===== src/rtl/spi_lvds_tx_top_if.sv =====
// Host SPI pin bundle for the SPI register block / LVDS transmit front end.
// The host drives SCLK, SSB and MOSI. The slave drives MISO.
interface spi_lvds_tx_top_if;
   logic sclk;
   logic ssb;
   logic mosi;
   logic miso;

   modport master (
      output sclk,
      output ssb,
      output mosi,
      input  miso
   );

   modport slave (
      input  sclk,
      input  ssb,
      input  mosi,
      output miso
   );
endinterface


===== src/rtl/spi_lvds_tx_top.sv =====
// SPI-controlled register block with an LVDS dibit transmit sequencer.
// The SPI pins are oversampled in the clk domain and feed a 16-bit frame decoder.
// The decoder drives an eight-entry register file.
// A two-state FSM serialises TX_PACKET onto to_lvds_o while TX_EN is set.
module spi_lvds_tx_top #(
   parameter int PKTSZ   = 16,
   parameter int HEADER  = 8,
   parameter int PAYLOAD = 8,
   parameter int ADDRSZ  = 7
) (
   input  logic                   clk_i,
   input  logic                   rst_ni,
   spi_lvds_tx_top_if.slave       spi,
   output logic [7:0]             gpo_o,
   output logic [7:0]             led_o,
   output logic [1:0]             to_lvds_o
);

   localparam int CNTW = $clog2(PKTSZ + 1);
   localparam logic [CNTW-1:0] CNT_HDR  = CNTW'(HEADER - 1);
   localparam logic [CNTW-1:0] CNT_DAT  = CNTW'(HEADER);
   localparam logic [CNTW-1:0] CNT_LAST = CNTW'(PKTSZ - 1);
   localparam logic [CNTW-1:0] CNT_END  = CNTW'(PKTSZ);

   typedef enum logic [0:0] {
      TX_IDLE = 1'b0,
      TX_SEND = 1'b1
   } tx_state_e;

   // Synchronizers and edge detection
   logic [1:0] sclk_sync_q;
   logic [1:0] ssb_sync_q;
   logic [1:0] mosi_sync_q;
   logic       sclk_prev_q;
   logic       sclk_s;
   logic       ssb_s;
   logic       mosi_s;
   logic       sclk_rise_s;

   // Two-flop synchronizers on the SPI pins, plus the previous SCLK sample for edge detection
   always_ff @(posedge clk_i) begin
      if (!rst_ni) begin
         sclk_sync_q <= 2'b00;
         ssb_sync_q  <= 2'b11;
         mosi_sync_q <= 2'b00;
         sclk_prev_q <= 1'b0;
      end else begin
         sclk_sync_q <= {sclk_sync_q[0], spi.sclk};
         ssb_sync_q  <= {ssb_sync_q[0], spi.ssb};
         mosi_sync_q <= {mosi_sync_q[0], spi.mosi};
         sclk_prev_q <= sclk_sync_q[1];
      end
   end

   assign sclk_s      = sclk_sync_q[1];
   assign ssb_s       = ssb_sync_q[1];
   assign mosi_s      = mosi_sync_q[1];
   assign sclk_rise_s = sclk_s & ~sclk_prev_q;

   // Frame decoder
   logic [CNTW-1:0]    bit_cnt_q;
   logic [PAYLOAD-2:0] rx_shift_q;
   logic [PAYLOAD-1:0] shift_in_s;
   logic [ADDRSZ-1:0]  addr_q;
   logic               rw_q;
   logic               rxdv_q;
   logic [7:0]         rx_d_q;
   logic [7:0]         miso_shift_q;
   logic               miso_q;
   logic [7:0]         rd_data_s;

   // Only the most recent byte is kept. The header is consumed at bit 8 and the data byte at bit 16.
   assign shift_in_s = {rx_shift_q, mosi_s};

   // Register file storage
   logic [7:0] gpo_q;
   logic [7:0] led_q;
   logic [7:0] dac_q;
   logic [7:0] tx_len_q;
   logic [7:0] tx_pkt_q;
   logic [7:0] rx_len_q;
   logic [7:0] rx_pkt_q;
   logic       tx_en_s;
   logic       busy_s;

   assign tx_en_s = dac_q[0];

   // Read mux, addressed by the header currently being completed on the 8th rising edge
   always_comb begin
      rd_data_s = 8'h00;
      case (shift_in_s[HEADER-1:1])
         7'h20:   rd_data_s = gpo_q;
         7'h21:   rd_data_s = led_q;
         7'h22:   rd_data_s = {6'b000000, busy_s, tx_en_s};
         7'h23:   rd_data_s = dac_q;
         7'h24:   rd_data_s = tx_len_q;
         7'h25:   rd_data_s = tx_pkt_q;
         7'h26:   rd_data_s = rx_len_q;
         7'h27:   rd_data_s = rx_pkt_q;
         default: rd_data_s = 8'h00;
      endcase
   end

   // SPI bit counter, header latch, MISO shifter and write strobe generation
   always_ff @(posedge clk_i) begin
      if (!rst_ni) begin
         bit_cnt_q    <= '0;
         rx_shift_q   <= '0;
         addr_q       <= '0;
         rw_q         <= 1'b0;
         rxdv_q       <= 1'b0;
         rx_d_q       <= 8'h00;
         miso_shift_q <= 8'h00;
         miso_q       <= 1'b0;
      end else begin
         rxdv_q <= 1'b0;
         if (ssb_s) begin
            // Deselected: drop any partial frame and wait for the next SSB falling edge
            bit_cnt_q <= '0;
            miso_q    <= 1'b0;
         end else if (sclk_rise_s && (bit_cnt_q != CNT_END)) begin
            rx_shift_q <= shift_in_s[PAYLOAD-2:0];
            bit_cnt_q  <= bit_cnt_q + CNTW'(1);
            if (bit_cnt_q == CNT_HDR) begin
               addr_q       <= shift_in_s[HEADER-1:1];
               rw_q         <= shift_in_s[0];
               miso_shift_q <= shift_in_s[0] ? rd_data_s : 8'h00;
               miso_q       <= shift_in_s[0] ? rd_data_s[7] : 1'b0;
            end else if ((bit_cnt_q >= CNT_DAT) && (bit_cnt_q < CNT_LAST)) begin
               miso_q       <= miso_shift_q[6];
               miso_shift_q <= {miso_shift_q[6:0], 1'b0};
            end else begin
               miso_q <= miso_q;
            end
            if ((bit_cnt_q == CNT_LAST) && !rw_q) begin
               rxdv_q <= 1'b1;
               rx_d_q <= shift_in_s;
            end else begin
               rxdv_q <= 1'b0;
            end
         end else begin
            bit_cnt_q <= bit_cnt_q;
         end
      end
   end

   assign spi.miso = miso_q;

   // Register file write port. STATUS and unmapped addresses ignore writes.
   always_ff @(posedge clk_i) begin
      if (!rst_ni) begin
         gpo_q    <= 8'h00;
         led_q    <= 8'h00;
         dac_q    <= 8'h00;
         tx_len_q <= 8'h00;
         tx_pkt_q <= 8'h00;
         rx_len_q <= 8'h00;
         rx_pkt_q <= 8'h00;
      end else if (rxdv_q) begin
         case (addr_q)
            7'h20:   gpo_q    <= rx_d_q;
            7'h21:   led_q    <= rx_d_q;
            7'h23:   dac_q    <= rx_d_q;
            7'h24:   tx_len_q <= rx_d_q;
            7'h25:   tx_pkt_q <= rx_d_q;
            7'h26:   rx_len_q <= rx_d_q;
            7'h27:   rx_pkt_q <= rx_d_q;
            default: gpo_q    <= gpo_q;
         endcase
      end else begin
         gpo_q <= gpo_q;
      end
   end

   assign gpo_o = gpo_q;
   assign led_o = led_q;

   // Transmit sequencer
   tx_state_e  state_q, state_d;
   logic [1:0] dib_cnt_q, dib_cnt_d;
   logic [7:0] byte_q, byte_d;
   logic [1:0] lvds_q, lvds_d;

   function automatic logic [1:0] dibit_sel(input logic [7:0] b, input logic [1:0] idx);
      logic [1:0] r;
      case (idx)
         2'd0:    r = b[7:6];
         2'd1:    r = b[5:4];
         2'd2:    r = b[3:2];
         2'd3:    r = b[1:0];
         default: r = 2'b00;
      endcase
      return r;
   endfunction

   assign busy_s = (state_q == TX_SEND);

   // Transmit state, dibit index, latched byte and registered LVDS output
   always_ff @(posedge clk_i) begin
      if (!rst_ni) begin
         state_q   <= TX_IDLE;
         dib_cnt_q <= 2'd0;
         byte_q    <= 8'h00;
         lvds_q    <= 2'b00;
      end else begin
         state_q   <= state_d;
         dib_cnt_q <= dib_cnt_d;
         byte_q    <= byte_d;
         lvds_q    <= lvds_d;
      end
   end

   // Next state. While in SEND, lvds_q holds dibit dib_cnt_q of byte_q.
   always_comb begin
      state_d   = state_q;
      dib_cnt_d = dib_cnt_q;
      byte_d    = byte_q;
      lvds_d    = 2'b00;
      case (state_q)
         TX_IDLE: begin
            if (tx_en_s) begin
               state_d   = TX_SEND;
               byte_d    = tx_pkt_q;
               dib_cnt_d = 2'd0;
               lvds_d    = tx_pkt_q[7:6];
            end else begin
               dib_cnt_d = 2'd0;
               lvds_d    = 2'b00;
            end
         end
         TX_SEND: begin
            if (dib_cnt_q != 2'd3) begin
               dib_cnt_d = dib_cnt_q + 2'd1;
               lvds_d    = dibit_sel(byte_q, dib_cnt_q + 2'd1);
            end else if (tx_en_s) begin
               byte_d    = tx_pkt_q;
               dib_cnt_d = 2'd0;
               lvds_d    = tx_pkt_q[7:6];
            end else begin
               state_d   = TX_IDLE;
               dib_cnt_d = 2'd0;
               lvds_d    = 2'b00;
            end
         end
         default: begin
            state_d   = TX_IDLE;
            dib_cnt_d = 2'd0;
            lvds_d    = 2'b00;
         end
      endcase
   end

   assign to_lvds_o = lvds_q;

endmodule


===== src/flat_wrapper.sv =====
// flat-port wrapper written by rule: the top's interface ports become plain ports
module spi_lvds_tx_top_flat 
#(
   parameter int PKTSZ   = 16,
   parameter int HEADER  = 8,
   parameter int PAYLOAD = 8,
   parameter int ADDRSZ  = 7
)
  (clk_i, rst_ni, gpo_o, led_o, to_lvds_o, spi_sclk, spi_ssb, spi_mosi, spi_miso);
  spi_lvds_tx_top_if spi_i ();
  input  logic clk_i;
  input  logic rst_ni;
  output logic [7:0] gpo_o;
  output logic [7:0] led_o;
  output logic [1:0] to_lvds_o;
  input wire logic [$bits(spi_i.sclk)-1:0] spi_sclk;
  input wire logic [$bits(spi_i.ssb)-1:0] spi_ssb;
  input wire logic [$bits(spi_i.mosi)-1:0] spi_mosi;
  output wire logic [$bits(spi_i.miso)-1:0] spi_miso;
  assign spi_i.sclk = spi_sclk;
  assign spi_i.ssb = spi_ssb;
  assign spi_i.mosi = spi_mosi;
  assign spi_miso = spi_i.miso;
  spi_lvds_tx_top #(.PKTSZ(PKTSZ), .HEADER(HEADER), .PAYLOAD(PAYLOAD), .ADDRSZ(ADDRSZ)) u_core (.clk_i(clk_i), .rst_ni(rst_ni), .spi(spi_i), .gpo_o(gpo_o), .led_o(led_o), .to_lvds_o(to_lvds_o));
endmodule

===== config.mk =====
export PLATFORM = sky130hd
export DESIGN_NAME = spi_lvds_tx_top_flat
export DESIGN_NICKNAME = d
export VERILOG_FILES = /design/src/rtl/spi_lvds_tx_top_if.sv /design/src/rtl/spi_lvds_tx_top.sv /design/src/flat_wrapper.sv
export SDC_FILE = /design/constraint.sdc
export NUM_CORES = 1
export LEC_CHECK = 0
export ABC_AREA = 1
export CORE_MARGIN = 2
export CORE_UTILIZATION = 55
export DETAILED_ROUTE_END_ITERATION = 8
export GPL_TIMING_DRIVEN = 0
export PLACE_DENSITY_LB_ADDON = 0.08
export SLEW_MARGIN = 15
export SYNTH_ARGS = -nofsm -noshare
export SYNTH_HDL_FRONTEND = slang
export SYNTH_SLANG_ARGS = --single-unit

===== constraint.sdc =====
create_clock -name clk_i -period 2.6 [get_ports clk_i]
set_input_delay 0.39 -clock clk_i [delete_from_list [all_inputs] [get_ports clk_i]]
set_output_delay 0.39 -clock clk_i [all_outputs]
set_load 0.01 [all_outputs]

# --- After elaboration in Yosys (flattened, before gate mapping) ---
# Cells that the tools add are included.
word_totals:
  in_bits: 5
  register_bits: 113
  out_inout_bits: 19
  elab_cells: 96
classes:
  n_eq_ne: 23
  bitwise_logic: 6
  order_cmp: 2
  n_addsub: 2
  n_reduce_logical: 20
  n_mux: 20
ops:
  columns: ["op", "count"]
  rows:
  - ["7-bit by 6-bit equality test with 1-bit output (second input constant)", 15]
  - ["8-bit one-hot mux with 8 select lines", 1]
  - ["7-bit two-way mux", 3]
  - ["2-bit AND reduction", 9]
  - ["8-bit two-way mux", 2]
  - ["8-bit one-hot mux with 2 select lines", 1]
  - ["3-bit AND reduction", 3]
  - ["2-bit one-hot mux with 2 select lines", 2]
  - ["2-bit one-hot mux with 4 select lines", 1]
  - ["1-bit two-way mux", 6]
  - ["2-bit two-way mux", 3]
  - ["5-bit by 1-bit adder with 5-bit output (second input constant)", 1]
  - ["5-bit by 3-bit equality test with 1-bit output (second input constant)", 1]
  - ["5-bit by 4-bit equality test with 1-bit output (second input constant)", 1]
  - ["5-bit by 4-bit >= comparator with 1-bit output (second input constant)", 1]
  - ["5-bit by 4-bit < comparator with 1-bit output (second input constant)", 1]
  - ["5-bit != test (second input constant)", 1]
  - ["1-bit NOT", 5]
  - ["2-bit equality test (second input constant)", 2]
  - ["2-bit != test (second input constant)", 2]
  - ["1-bit logical AND", 3]
  - ["3-bit OR reduction", 1]
  - ["2-bit by 1-bit adder with 2-bit output (second input constant)", 1]
  - ["2-bit by 1-bit equality test with 1-bit output (second input constant)", 1]
  - ["6 further kinds", 6]

# --- Longest topological paths before layout ---
# Gate-level depths: netlist of run 1.
logic_depth:
  ltp_word: 5
  ltp_mapped: 10
  mapped_depth_nobuf: 10

# --- Least setup slack after synthesis of run 1 ---
# Ideal clock, no wire load.
synth_path:
  path_kind: "flip-flop to flip-flop"
  startpoint: "register u_core.bit_cnt_q[0]"
  endpoint: "register u_core.miso_shift_q[4]"
  arrival_ps: 1456
  stages_incl_launch_ff: 10
  slack_ps: 1030
  setup_time_ps: 114
  cell_sequence: "dfxtp_1 -> ha_1 -> nand2_2 -> nor3_4 -> inv_4 -> a21oi_4 -> nand2_2 -> buf_6 -> nor2_2 -> a21oi_2"
synth_between:
  elab_chain_cells: 4
  elab_cells_between_ends: 9
  cone_classes: "order compare (2); eq/ne (2); mux (1); reduce/logical (4)"
synth_lines:
  columns: ["item", "line", "rtl"]
  rows:
  - ["from (decl)", "spi_lvds_tx_top.sv:61", "logic [CNTW-1:0] bit_cnt_q;"]
  - ["from (signal assigned)", "spi_lvds_tx_top.sv:123", "bit_cnt_q <= bit_cnt_q + CNTW'(1);"]
  - ["from (signal assigned)", "spi_lvds_tx_top.sv:142", "bit_cnt_q <= bit_cnt_q;"]
  - ["5-bit by 4-bit >= comparator with 1-bit output or 5-bit by 4-bit < comparator with 1-bit output (tied branches)", "spi_lvds_tx_top.sv:129", "end else if ((bit_cnt_q >= CNT_DAT) && (bit_cnt_q < CNT_LAST)) begin"]
  - ["1-bit logical AND", "spi_lvds_tx_top.sv:129", null]
  - ["2-bit nonzero test (no source line)", null, null]
  - ["3-bit AND reduction (no source line)", null, null]
  - ["to (signal assigned)", "spi_lvds_tx_top.sv:127", "miso_shift_q <= shift_in_s[0] ? rd_data_s : 8'h00;"]
  - ["to (signal assigned)", "spi_lvds_tx_top.sv:131", "miso_shift_q <= {miso_shift_q[6:0], 1'b0};"]
  - ["to (decl)", "spi_lvds_tx_top.sv:68", "logic [7:0] miso_shift_q;"]
# Parallel ways exist; a longest one is shown, timed or not.
# A chain may end at the register's enable or synchronous reset.

# --- Worst setup path in the final report of run 1 ---
layout_path:
  startpoint: "register u_core.bit_cnt_q[0]"
  endpoint: "register u_core.miso_shift_q[0]"
# The elaborated chain is that of the path after synthesis.

==> summary.txt, run 1 <==
Synth
  • Synth Area in Simple Gates: between 20% and 30%
  • Xor/xnor cell area share of the yosys netlist: 0%
  • Mux contribution to synthesized area: 0%
  • Synth Area in Compound Gates: 19.5%
  • Netlist area before placement: approximately 4800 sq um
  • Sequential share of the synthesized area: a little under half
  • Post-Syn Area per Cell: 7.29 sq um
  • Synthesized flop and latch total: 111
  • Mapped Nets: approximately 660
  • Post-Synthesis Cells: between 600 and 700
  • Synth warnings: 0
  • Post-synth cell types: 29
  • Adder-Cell Fraction of Synth Area: under 10%
  • Largest family of logic cells by synthesized area: simple AND/OR/NAND/NOR gates

Routing
  • DRT antenna net count: 0
  • First DRT Iteration DRCs: 332
  • Vias/cell: approximately 5.5
  • Router iterations before antenna repair: 5
  • Drt wl/cell: 15.7 microns
  • Residual DRC: 0
  • DR vias: between 4,000 and 5,000
  • Post-Route WL: 12,500 microns

Clock tree
  • Clock Latency Late Sink: 0.38 ns
  • Post-CTS Hold Buffers: 0
  • Maximum root-to-sink buffer count: 2
  • CTS resizes: 0
  • Root buf cell: clkbuf_8
  • Clock sink count: between 100 and 150
  • CTS Buf Count: 9
  • CTS tree: yes
  • H-tree depth reported by CTS: 3
  • Clk slew on worst S/H paths: around 0.11 ns
  • Postcts setup bufs: 0

Placement
  • Dpl cells: 779
  • PortBufs: 22
  • Hpwl dp: 8950 microns
  • Routability cong.: slightly below 1

Floorplanning
  • Core box area: about 8300 sq um
  • Core Rows: 33
  • I/O pins: 24
  • Die area: 9400 sq um
  • Starting Density: a little under three fifths
  • Die height: roughly 97 microns
  • Die X: between 90 and 100 microns

STA
  • Rel. slew slack: between 50% and 60%
  • Final setup viols: 0
  • Setup repair after global routing missed its margin: no
  • Final Critical Period: 1.89 ns
  • Slew Limit Fails: 0
  • Final hold vios: 0
  • Final Skew: about 0.01 ns
  • Worst slew pin tran: 0.675 ns
  • Max Fclk: approximately 530 MHz
  • TNS Setup: 0 ns
  • Final Cycle Share: approximately 73%

Min path
  • HP Class: register to register

Run
  • Max-cap violations: 0

Finish
  • Final non-filler cell total: ~800
  • Syn-to-layout area delta: 11.4%
  • Final Net Count: approximately 700
  • Layout cell share with drive strength beyond 1: 7.54%
  • Ant. Diodes: 0
  • Filler instances: 740

Critical path
  • Crit. End Element: register
  • Startpoint Class: register
  • Worst Path Required: 2.91 ns
  • CP max-delay cell: dfxtp_1
  • Critical path class: register to register
  • Crit-path max cell delay: 0.37 ns
  • Arrival time at the worst endpoint: between 2 and 2.5 ns
  • CP Buf/Inv Count: 2
  • Worst-path fanout max: 9
  • Cell family with most CP delay: simple AND/OR/NAND/NOR gates
  • Reg-to-reg slack, setup: about 0.71 ns
  • Crit-path cells: ha_1 > nand2_2 > nor3_4 > inv_4 > nor2_4 > inv_2 > nor2_1 > nand2_1 > a21oi_1

Global routing
  • Overflow left after global routing: 0
  • Tot GR Track Use: between 20% and 30%
  • Vias in the first global route: just under 4,000
  • Largest net degree at the start of global routing: 20
  • Global-route wire length before repair: a little over 20,000 microns
  • Antenna violations before repair: 0

Run status
  • Status: finished clean

Pwr
  • Pleak: 2.13 nW
  • Peak supply drop: between 0.2 and 0.3 mV
  • PwrDens: 529 nW/um^2
## flip-flops by register name, indices dropped and copies added (netlist names), 5 cells and up
| register | cells |
|---|---|
| u_core.addr_q | 7 |
| u_core.bit_cnt_q | 5 |
| u_core.byte_q | 6 |
| u_core.dac_q | 8 |
| u_core.gpo_o | 8 |
| u_core.led_o | 8 |
| u_core.miso_shift_q | 7 |
| u_core.rx_d_q | 8 |
| u_core.rx_len_q | 8 |
| u_core.rx_pkt_q | 8 |
| u_core.rx_shift_q | 7 |
| u_core.tx_len_q | 8 |
| u_core.tx_pkt_q | 8 |
## per-layer routing
| layer | global-route usage (%) | up-vias | routed length [microns] |
|---|---|---|---|
| met5 | 0 | - | 0 |
| met4 | 11.9 | 0 | 394 |
| met3 | 3.97 | 25 | 719 |
| met2 | 40.7 | 152 | 5440 |
| met1 | 38.5 | 2026 | 5920 |
| li1 | - | 2192 | - |
## worst register-to-register path, stage by stage (launching register included)
cell and delay, ns:
dfxtp_1 0.37, ha_1 0.20, nand2_2 0.10, nor3_4 0.37, inv_4 0.10, nor2_4 0.24, inv_2 0.14, nor2_1 0.13
nand2_1 0.07, a21oi_1 0.11
## cell usage in the layout (no fill, tap or decap), drive strengths merged
cell | Yosys | routed
buf | 12 | 12
ha | 7 | 7
clkdlybuf4s50 | 0 | 22
a22o | 2 | 2
o21ai | 85 | 85
nor2 | 75 | 75
or2 | 2 | 2
clkbuf | 15 | 25
nand2 | 90 | 90
clkinv | 1 | 3
nand3 | 67 | 67
nor3 | 5 | 5
inv | 88 | 91
clkinvlp | 0 | 1
o21a | 1 | 1
o211ai | 1 | 1
dfxtp | 111 | 111
a211oi | 3 | 3
nand4 | 2 | 2
a21oi | 85 | 85
## stage by stage
step,util [%],instance area [sq um],power [W],setup slack (ns),hold slack (ns)
final,63.8,5290,0.00280,0.712,0.426
after global routing,63.8,5290,0.00289,0.551,0.437
after CTS,63.8,5290,0.00281,0.717,0.429
after detailed placement,61.5,5100,0.00182,0.709,0.405
after global placement,61.5,5100,0.00182,0.795,0.395
after floorplan,-,4750,0.00180,1.03,0.390
## path summary, 6_finish.rpt
| kind | startpoint | end | cells after the start |
|---|---|---|---|
| worst min register to register | u_core.ssb_sync_q[0] | u_core.ssb_sync_q[1] | 1 |
| worst max-delay path | u_core.bit_cnt_q[0] | u_core.miso_shift_q[0] | 9 |
| worst max register to register | u_core.bit_cnt_q[0] | u_core.miso_shift_q[0] | 9 |
| worst min-delay path | u_core.ssb_sync_q[0] | u_core.ssb_sync_q[1] | 1 |
## layout make-up
class                           instances  area, sq um  share of cell area (%)
Sequential cell                       111         2220                    42.0
Multi-Input combinational cell        425         2070                    39.1
Inverter                               89          337                    6.36
Timing Repair Buffer                   22          220                    4.16
Clock buffer                           10          138                    2.60
Tap cell                              105          131                    2.48
Buffer                                 27          121                    2.29
Clock inverter                          6         51.3                   0.969
## power by group
group / leakage [nW] / internal (W) / switching (W)
logic: 1.15 / 0.0000215 / 0.0000561
clock network: 0.0939 / 0.000390 / 0.000624
registers: 0.895 / 0.00171 / 0.00000341
## cell families after synthesis
logic type,after synthesis
AND/OR/NAND/NOR,241
AO/OA/AOI/OAI,177
buffers and inverters,116
flip-flops,111
adder cells (fa/ha/maj),7
## Yosys cell counts
master	count	area (sq um)
nand4_1	2	12.5
a21oi_1	81	405
nor3_4	1	16.3
clkbuf_1	15	56.3
dfxtp_1	111	2220
or2_2	2	12.5
a211oi_1	3	22.5
inv_1	82	308
nor2_4	1	11.3
nand2_2	5	31.3
nand3_1	67	335
a22o_1	2	17.5
nor2_1	70	263
nor3_1	2	10.0
nor3_2	2	20.0
o21ai_0	85	425
buf_2	10	50.1
buf_6	1	11.3
ha_1	7	87.6
inv_4	1	6.26
a21oi_2	3	26.3
clkinv_1	1	3.75
o211ai_1	1	7.51
nand2_1	85	319
inv_2	5	18.8
a21oi_4	1	16.3
o21a_1	1	7.51
buf_1	1	3.75
nor2_2	4	25.0
Power figures use the tool's default switching activity.
==> run 2: changes to the inputs <==
--- a/config.mk
+++ b/config.mk
@@ -7,7 +7,7 @@
 export LEC_CHECK = 0
 export ABC_AREA = 1
 export CORE_MARGIN = 2
-export CORE_UTILIZATION = 55
+export CORE_UTILIZATION = 54
 export DETAILED_ROUTE_END_ITERATION = 8
 export GPL_TIMING_DRIVEN = 0
 export PLACE_DENSITY_LB_ADDON = 0.08
==> constraint.sdc (replaced) <==
create_clock -name clk_i -period 1.71 [get_ports clk_i]
set_input_delay 0.2565 -clock clk_i [delete_from_list [all_inputs] [get_ports clk_i]]
set_output_delay 0.2565 -clock clk_i [all_outputs]
set_load 0.01 [all_outputs]
==> run 2 against run 1 <==
  * Clock skew is 0.0018 ns higher
  * Critical path depth fell by 8
  * Routed wire length is 3.3% higher
  * Combinational power is 61% higher
  * Design area is 3.9% higher
  * Largest power group unchanged
  * Largest cell class unchanged
  * First-iteration DRC count is 13% lower
  * Die area increased by 1.8%
  * Sequential share of layout area decreased by 1.5 points
  * Global-route usage up 0.34 points
==> summary.txt, run 2 (synthesis results as in run 1) <==
Run status
  • Status: finished clean (unchanged)

Global routing
  • Antenna violations before repair: 0 (unchanged)
  • Met2 GRT Util: 42.5% (was 40.7%)
  • M1 GR Usage: 37.4% (was 38.5%)
  • Most crowded layer after global routing: met2 (unchanged)
  • Global-route wire length before repair: 20,600 microns (was 20,300 microns)
  • Met3 GRT Util: 5.23% (was 3.97%)
  • Largest net degree at the start of global routing: 18 (was 20)
  • Vias in the first global route: 4,136 (was 3,936)
  • Overflow left after global routing: 0 (unchanged)
  • Tot GR Track Use: 27.4% (was 27.0%)

Clock tree
  • Clock Latency Late Sink: 0.38 ns (about the same)
  • CTS Buf Count: 9 (unchanged)
  • Maximum root-to-sink buffer count: 2 (unchanged)
  • Clock sink count: 111 (unchanged)
  • Root buf cell: clkbuf_8 (unchanged)
  • Clk slew on worst S/H paths: 0.10 ns (was 0.11 ns)
  • CTS tree: yes (unchanged)
  • H-tree depth reported by CTS: 3 (unchanged)

Critical path
  • CP Buf/Inv Count: 1 (was 2)
  • CP max-delay cell: clkdlybuf4s50_1 (was dfxtp_1)
  • Critical path class: register to output pin (was register to register)
  • Worst-path fanout max: 3 (was 9)
  • Crit-path max cell delay: 0.56 ns (was 0.37 ns)
  • Worst Path Required: 1.45 ns (was 2.91 ns)
  • Reg2Reg Depth: 6 (was 9)
  • Startpoint Class: register (unchanged)
  • Cell family with most CP delay: buffers and inverters (was simple AND/OR/NAND/NOR gates)
  • Crit. End Element: output pin (was register)
  • Critical path depth in cells: 1 (was 9)
  • Crit-path cells: clkdlybuf4s50_1 (was ha_1 > nand2_2 > nor3_4 > inv_4 > nor2_4 > inv_2 > nor2_1 > nand2_1 > a21oi_1)
  • Arrival time at the worst endpoint: 1.37 ns (was 2.20 ns)

Routing
  • Vias/cell: 5.56 (was 5.53)
  • Post-Route WL: 12,900 microns (was 12,500 microns)
  • DRT antenna net count: 0 (unchanged)
  • Drt wl/cell: 16.0 microns (was 15.7 microns)
  • First DRT Iteration DRCs: 288 (was 332)
  • Router iterations before antenna repair: 6 (was 5)
  • DR vias: 4,485 (was 4,395)
  • Residual DRC: 0 (unchanged)

Pwr
  • Clk pwr share: 36.8% (was 36.2%)
  • PwrDens: 783 nW/um^2 (was 529 nW/um^2)
  • P_int: 0.00334 W (was 0.00212 W)
  • Sequential share of power: 60.3% (was 61.0%)
  • Pleak: 2.19 nW (was 2.13 nW)
  • Combinational cell fraction of total power: 2.9% (was 2.8%)
  • Sw Pwr: 0.000964 W (was 0.000684 W)
  • Sw Share: 22.4% (was 24.4%)
  • Peak supply drop: 0.476 mV (was 0.262 mV)

STA
  • Final Critical Period: ~1.6 ns
  • Final Skew: 0.0120 ns (was 0.0102 ns)
  • Worst slew pin tran: 0.596 ns (was 0.675 ns)
  • Final hold vios: 0 (unchanged)
  • TNS Setup: 0 ns (unchanged)
  • Final setup viols: 0 (unchanged)
  • Max Fclk: around 600 MHz
  • Slew Limit Fails: 0 (unchanged)
  • Setup repair after global routing missed its margin: yes (was no)
  • Final Cycle Share: 95.0%
  • Rel. slew slack: 60.2% (was 54.8%)

Min path
  • Hold Path Depth: 3 (was 1)
  • HP Class: input pin to register (was register to register)

Floorplanning
  • Core box area: 8640 sq um (was 8300 sq um)
  • Starting Density: 55.0% (was 57.3%)
  • Die height: 97.8 microns (was 97.0 microns)
  • Core Rows: 34 (was 33)
  • I/O pins: 24 (unchanged)
  • Die X: 97.8 microns (was 97.0 microns)
  • Die area: 9570 sq um (was 9400 sq um)

Finish
  • Filler instances: 805 (was 740)
  • Commonest non-fill, non-tap cell in the layout: dfxtp_1 (unchanged)
  • Area of the multi-input gates: 2170 sq um (was 2070 sq um)
  • Ant. Diodes: 0 (unchanged)
  • Commonest cells after routing, fill and taps aside: dfxtp_1, o21ai_0, inv_1 (was dfxtp_1, nand2_1, o21ai_0)
  • Syn-to-layout area delta: 15.7% (was 11.4%)
  • Register Area: 2230 sq um (was 2220 sq um)
  • Final Net Count: 706 (was 697)
  • Layout cell share with drive strength beyond 1: 12.0% (was 7.54%)
  • Final non-filler cell total: 807 (was 795)

Run
  • Max-cap violations: 0 (unchanged)

Placement
  • Routability cong.: 0.936 (was 0.975)
  • Hpwl dp: 9120 microns (was 8950 microns)
  • PortBufs: 22 (unchanged)
  • Dpl cells: 782 (was 779)
run 2: changes by cell type in the layout (fill, tap and decap cells not counted), sizes merged:
cell	before	now
bufinv	0	1
clkinv	3	2
clkinvlp	1	3
clkbuf	25	28
buf	12	19
inv	91	88
run 2: worst reg2reg max path, stage by stage, from the launching register on:
cell	delay, ns
dfxtp_1	0.34
inv_1	0.06
nor3_2	0.29
nand4_1	0.30
clkbuf_2	0.27
o21ai_0	0.20
a21oi_1	0.06
run 2: routing by layer:
metal	vias to the layer above	share of wire [%]
met5	-	0
li1	2208	-
met3	35	7.3
met1	2081	44
met2	161	45
met4	0	3.8
run 2: worst paths after layout:
| path | start | endpoint | slack [ns] |
|---|---|---|---|
| worst min register to register | u_core.mosi_sync_q[0] | u_core.mosi_sync_q[1] | 0.42 |
| worst max-delay path | u_core.gpo_o[1] | gpo_o[1] | 0.09 |
| worst max register to register | u_core.addr_q[2] | u_core.rx_len_q[5] | 0.09 |
| worst min-delay path | spi_mosi | u_core.mosi_sync_q[0] | 0.40 |
run 2: per-stage QoR:
stage,area [sq um],worst slack (ns),utilization [%],power (W),hold slack (ns)
6_report,5500,0.0861,63.7,0.00431,0.402
5_1_grt,5500,-0.0160,63.7,0.00444,0.427
4_1_cts,5350,0.00641,61.9,0.00432,0.393
3_5_place_dp,5110,-0.112,59.1,0.00277,0.398
3_3_place_gp,5110,-0.0818,59.1,0.00277,0.395
2_1_floorplan,4750,0.140,-,0.00273,0.354
run 2: power by group through the flow:
stage	registers [W]	clock network [W]	logic [W]
global route	0.00260	0.00170	0.000140
finish	0.00260	0.00159	0.000125
floorplan	0.00266	0	0.0000755
global placement	0.00266	0	0.000113
CTS	0.00260	0.00161	0.000117
detailed placement	0.00266	0	0.000115
run 2: area by class of cell:
cell class              count  area share (%)
flip-flops and latches    111            40.5
inverters                  89            6.12
plain buffers              25            2.37
clock inverters             5            1.05
well taps                 108            2.46
clock buffers              11            2.57
repair buffers             33            5.57
multi-input cells         425            39.4
run 2: what timing repair did:
item | 4_1_cts | 5_1_grt
buffers inserted | 2 | 9
setup endpoints to repair | 18 | 41
hold endpoints to repair | 0 | 0
hold buffers | 0 | 0
pin swaps | 1 | 8
resized for setup | 7 | 42
